<file path="src/rtl/imm_extend_pipe.sv">
// Pipelined immediate-extension unit (sign / zero / upper / branch-offset)
// behind a valid/ready handshake with a 2-entry elastic output buffer.
module imm_extend_pipe #(
   parameter int unsigned IN_W     = 16,
   parameter int unsigned OUT_W    = 32,
   parameter int unsigned BR_SHIFT = 2,
   parameter int unsigned CNT_W    = 8
) (
   input  logic             clk_40,
   input  logic             rst_n_40,
   input  logic             in_valid_40,
   output logic             in_ready_40,
   input  logic [IN_W-1:0]  in_imm_40,
   input  logic [1:0]       in_mode_40,
   output logic             out_valid_40,
   input  logic             out_ready_40,
   output logic [OUT_W-1:0] out_data_40,
   output logic [CNT_W-1:0] xfer_cnt_40
);

   localparam int unsigned EXT_W = OUT_W - IN_W;

   localparam logic [1:0] MODE_SIGN  = 2'b00;
   localparam logic [1:0] MODE_ZERO  = 2'b01;
   localparam logic [1:0] MODE_UPPER = 2'b10;

   logic [OUT_W-1:0] sext;
   logic [OUT_W-1:0] zext;
   logic [OUT_W-1:0] ext_word;

   logic             skid_valid;
   logic [OUT_W-1:0] skid_data;

   logic             drain;
   logic             accept;
   logic             xfer;

   logic             out_valid_nxt;
   logic [OUT_W-1:0] out_data_nxt;
   logic             skid_valid_nxt;
   logic [OUT_W-1:0] skid_data_nxt;

   // Extension happens before buffering so both entries hold final results.
   always_comb begin
      sext = {{EXT_W{in_imm_40[IN_W-1]}}, in_imm_40};
      zext = {{EXT_W{1'b0}}, in_imm_40};
      case (in_mode_40)
         MODE_SIGN:  ext_word = sext;
         MODE_ZERO:  ext_word = zext;
         MODE_UPPER: ext_word = zext << EXT_W;
         default:    ext_word = sext << BR_SHIFT;
      endcase
   end

   always_comb begin
      drain  = ~out_valid_40 | out_ready_40;
      accept = in_valid_40 & in_ready_40;
      xfer   = out_valid_40 & out_ready_40;
   end

   // Elastic buffer next state: skid entry always drains ahead of new input.
   always_comb begin
      out_valid_nxt  = out_valid_40;
      out_data_nxt   = out_data_40;
      skid_valid_nxt = skid_valid;
      skid_data_nxt  = skid_data;
      if (drain) begin
         if (skid_valid) begin
            out_valid_nxt  = 1'b1;
            out_data_nxt   = skid_data;
            skid_valid_nxt = accept;
            if (accept) begin
               skid_data_nxt = ext_word;
            end
         end else if (accept) begin
            out_valid_nxt = 1'b1;
            out_data_nxt  = ext_word;
         end else begin
            out_valid_nxt = 1'b0;
         end
      end else if (accept) begin
         skid_valid_nxt = 1'b1;
         skid_data_nxt  = ext_word;
      end
   end

   always_ff @(posedge clk_40 or negedge rst_n_40) begin
      if (!rst_n_40) begin
         out_valid_40 <= 1'b0;
         out_data_40  <= '0;
         skid_valid   <= 1'b0;
         skid_data    <= '0;
         in_ready_40  <= 1'b1;
         xfer_cnt_40  <= '0;
      end else begin
         out_valid_40 <= out_valid_nxt;
         out_data_40  <= out_data_nxt;
         skid_valid   <= skid_valid_nxt;
         skid_data    <= skid_data_nxt;
         in_ready_40  <= ~skid_valid_nxt;
         if (xfer) begin
            xfer_cnt_40 <= xfer_cnt_40 + CNT_W'(1);
         end
      end
   end

endmodule

</file>
<file path="config.mk">
export PLATFORM = sky130hd
export DESIGN_NAME = imm_extend_pipe
export DESIGN_NICKNAME = d
export VERILOG_FILES = /design/src/rtl/imm_extend_pipe.sv
export SDC_FILE = /design/constraint.sdc
export NUM_CORES = 1
export LEC_CHECK = 0
export BUFFER_PORTS_ARGS = -buffer_cell sky130_fd_sc_hd__buf_4
export CAP_MARGIN = 20
export CELL_PAD_IN_SITES_DETAIL_PLACEMENT = 0
export CELL_PAD_IN_SITES_GLOBAL_PLACEMENT = 2
export CORE_ASPECT_RATIO = 1.25
export CORE_MARGIN = 10
export CORE_UTILIZATION = 32
export CTS_CLUSTER_DIAMETER = 100
export CTS_CLUSTER_SIZE = 28
export DETAILED_ROUTE_END_ITERATION = 16
export GPL_TIMING_DRIVEN = 0
export PLACE_DENSITY_LB_ADDON = 0.1
export REMOVE_ABC_BUFFERS = 1
export SYNTH_ARGS = -nofsm -noshare
export SYNTH_HDL_FRONTEND = slang
export SYNTH_SLANG_ARGS = --single-unit
export TNS_END_PERCENT = 30
</file>
<file path="constraint.sdc">
create_clock -name clk_40 -period 1.6 [get_ports clk_40]
set_clock_uncertainty 0.15 [all_clocks]
set_input_delay 0.32 -clock clk_40 [delete_from_list [all_inputs] [get_ports clk_40]]
set_output_delay 0.32 -clock clk_40 [all_outputs]
set_load 0.02 [all_outputs]
</file>
==> flow_metrics.env <==
export IMPL_status="complete, but fails checks"
export IMPL_violations="negative setup slack"
export IMPL_core_sq_um=12000
export IMPL_power_switching_mw=4.14
export IMPL_drive_gt1_share_pct=32.1
export IMPL_antenna_found_initial=0
export IMPL_clock_fmax_mhz=580
export IMPL_synth_area_sq_um=3900
export IMPL_period_needed_ns=1.72
export IMPL_first_iter_violations=79
export IMPL_grt_pass1_wl_microns=18900
export IMPL_num_rows=45
export IMPL_die_w_microns=119
export IMPL_multi_input_area_sq_um=1890
export IMPL_hpwl_microns=6720
export IMPL_critPathMaxStageDelay_ns=0.50
export IMPL_p_leak_nw=2.31
export IMPL_drt_wl_total_microns=12200
export IMPL_syn_avg_cell_area_sq_um=10.3
export IMPL_crit_slowest_cell="dfrtp_4"
export IMPL_ant_nets=0
export IMPL_io_pins=64
export IMPL_ir_worst_vdd_mv=0.696
export IMPL_avgRoutedWirePerCell_microns=19.5
export IMPL_comb_power_share_pct=51.4
export IMPL_clkTransAtPathRegs_ns=0.06
export IMPL_port_buffers=63
export IMPL_nFillCells=1195
export IMPL_synthArstFlopShare_pct=100
export IMPL_insertion_delay_ns=0.33
export IMPL_htreeDepth=3
export IMPL_maxSlewHeadroom_pct=63.7
export IMPL_worstPathArrival_ns=1.79
export IMPL_dpl_cell_area_sq_um=4480
export IMPL_p_per_area_nw_per_um2=2060
export IMPL_rsz0062_at_grt="yes"
export IMPL_cp_top_family="flip-flops"
export IMPL_numCtsBuffers=9
export IMPL_path_cells="buf_12 > a21oi_4 > clkbuf_16 > or2_4 > mux2_4"
export IMPL_cp_required_ns=1.67
export IMPL_drv_cap=0
export IMPL_worstSetupStartpointType="flip-flop"
export IMPL_hold_path_class="input port to flip-flop"
export IMPL_fin_ws_ns=-0.125
export IMPL_start_util_pct=32.4
export IMPL_p_clk_share_pct=17.3
export IMPL_drt_pre_antenna_iters=4
export IMPL_swShare_pct=38.5
export IMPL_vias_per_cell=4.94
export IMPL_numClockSinks=75
export IMPL_setup_viol=28
export IMPL_cts_tree="built"
export IMPL_dieArea_sq_um=17000
export IMPL_seq_area_frac_synth_pct=48.2
export IMPL_syn_instance_count=379
export IMPL_grt_max_degree=76
export IMPL_ys_flop_type="dfrtp_1"
export IMPL_grtUsageTotal_pct=14.3
export IMPL_fin_util_pct=43.4
export IMPL_power_mw=10.8
export IMPL_nNetsFinal=476
export IMPL_diodes=0
export IMPL_synth_edff_count=0
export IMPL_grt_pass1_vias=3204
export IMPL_pre_cts_ws_ns=-1.32
export IMPL_crit_buf_inv=2
export IMPL_critPathMaxFanout=6
export IMPL_stdcell_count=622
export IMPL_synth_most_common_cell="dfrtp_1"
export IMPL_ys_top_cells_by_area="dfrtp_1 47%, mux2i_1 8.2%, nor2b_1 6.1%, o21ai_0 5.1%, mux2_2 4.0%"
export IMPL_max_slew_worst_pin_slew_ns=0.544
export IMPL_syn_to_final_growth_pct=34.2
export IMPL_crit_path_end_kind="flip-flop"
export IMPL_yosysTopAreaCell="dfrtp_1"
export IMPL_dp_cells=575
export IMPL_sequentialPowerShare_pct=31.3
export IMPL_hold_viol=0
export IMPL_cts_root_buf="clkbuf_16"
export IMPL_yosys_top_cells_count="74 x dfrtp_1, 40 x o21ai_0, 38 x nor2b_1, 32 x mux2i_1, 26 x inv_1"
export IMPL_synth_top_area_share_pct=47.5
export IMPL_drv_slew=0
export IMPL_area_sequential_sq_um=1880
export IMPL_yosysWarningCount=0
export IMPL_gr_total_overflow=0
export IMPL_cts_max_path_buffers=2
export IMPL_die_height_microns=143
export IMPL_ys_ff_latch=75
export IMPL_crit_type="flip-flop to flip-flop"
export IMPL_gp_congestion=0.721
export IMPL_ys_types=39
export IMPL_period_share_pct=108
export IMPL_route_detailed_drc=0
export IMPL_intPower_mw=6.62
export IMPL_finalInstanceArea_sq_um=5230
export IMPL_num_vias=3072
-- layer usage --
| layer | wire, microns | vias to the layer above | global-route usage, % |
|---|---|---|---|
| met5 | 0 | - | 0 |
| met4 | 148 | 0 | 4.83 |
| met3 | 392 | 10 | 3.02 |
| met2 | 6430 | 40 | 25.3 |
| met1 | 5180 | 1529 | 16.9 |
| li1 | - | 1493 | - |
-- logic make-up after synthesis --
kind of cell               share of synthesized area, %
xor gates and xnor gates                           1.57
and+or+nand+nor                                    10.6
AOI/OAI and AO/OA                                  18.2
buffers and inverters                              7.35
adders and majority gates                         0.321
muxes                                              13.8
DFF                                                48.2
-- power by group through the flow --
stage / registers (mW) / logic, mW / clock network, mW
2_1_floorplan: 3.97 / 1.92 / 0
3_3_place_gp: 3.54 / 3.87 / 0
3_5_place_dp: 3.47 / 4.29 / 0
4_1_cts: 3.37 / 5.35 / 1.92
5_1_grt: 3.49 / 6.01 / 2.00
6_report: 3.37 / 5.53 / 1.86
-- state kept, by name, summed over array words and instances, names as in the netlist --
| signal | flops |
|---|---|
| skid_valid | 1 |
| xfer_cnt_40 | 8 |
| in_ready_40 | 1 |
| out_valid_40 | 1 |
| out_data_40 | 32 |
| skid_data | 32 |
-- stage by stage --
stage | setup TNS [ns] | hold slack, ns
2_1_floorplan | -92.76 | -0.126
3_3_place_gp | -220.20 | 0.313
3_5_place_dp | -63.77 | 0.324
4_1_cts | -2.02 | 0.0636
5_1_grt | -3.60 | 0.124
6_report | -1.29 | 0.133
-- worst paths after layout --
kind	startpoint	to	slack [ns]	depth (start not counted)
max	skid_valid$_DFF_PN0_	out_data_40[31]$_DFFE_PN0P_	-0.12	5
min	in_valid_40	out_valid_40$_DFFE_PN0N_	0.13	2
max reg2reg	skid_valid$_DFF_PN0_	out_data_40[31]$_DFFE_PN0P_	-0.12	5
min reg2reg	xfer_cnt_40[7]$_DFFE_PN0P_	xfer_cnt_40[7]$_DFFE_PN0P_	0.32	1
max in group asynchronous	rst_n_40	in_ready_40$_DFF_PN1_	0.38	3
min in group asynchronous	rst_n_40	out_data_40[1]$_DFFE_PN0P_	0.28	2
-- cell usage in the layout, fill, tap and decap left out, drive strengths merged, types with 4 or more instances in the layout --
cell type and instances:
mux2i 32, a21oi 24, clkbuf 15, nor2b 40
mux2 18, a211oi 14, dfrtp 74, xnor2 6
inv 26, nand3 11, nor3 6, o31ai 16
a22o 6, nand2 4, o211ai 9, o21ai 40
buf 89, clkinv 4
-- layout make-up --
type	instances	area share, %
Sequential cell	75	36.0
Inverter	27	1.94
Timing Repair Buffer	93	16.9
Clock inverter	3	0.287
Clock buffer	13	4.78
Multi-Input combinational cell	247	36.2
Tap cell	164	3.92
-- repair_timing --
action	4_1_cts	5_1_grt
resized for setup	22	19
hold buffers	0	1
cloned	6	2
buffers inserted	17	4
pin swaps	11	6
hold endpoints to repair	0	21
endpoints found under the setup margin	67	65
(Power assumes the default switching activity.)
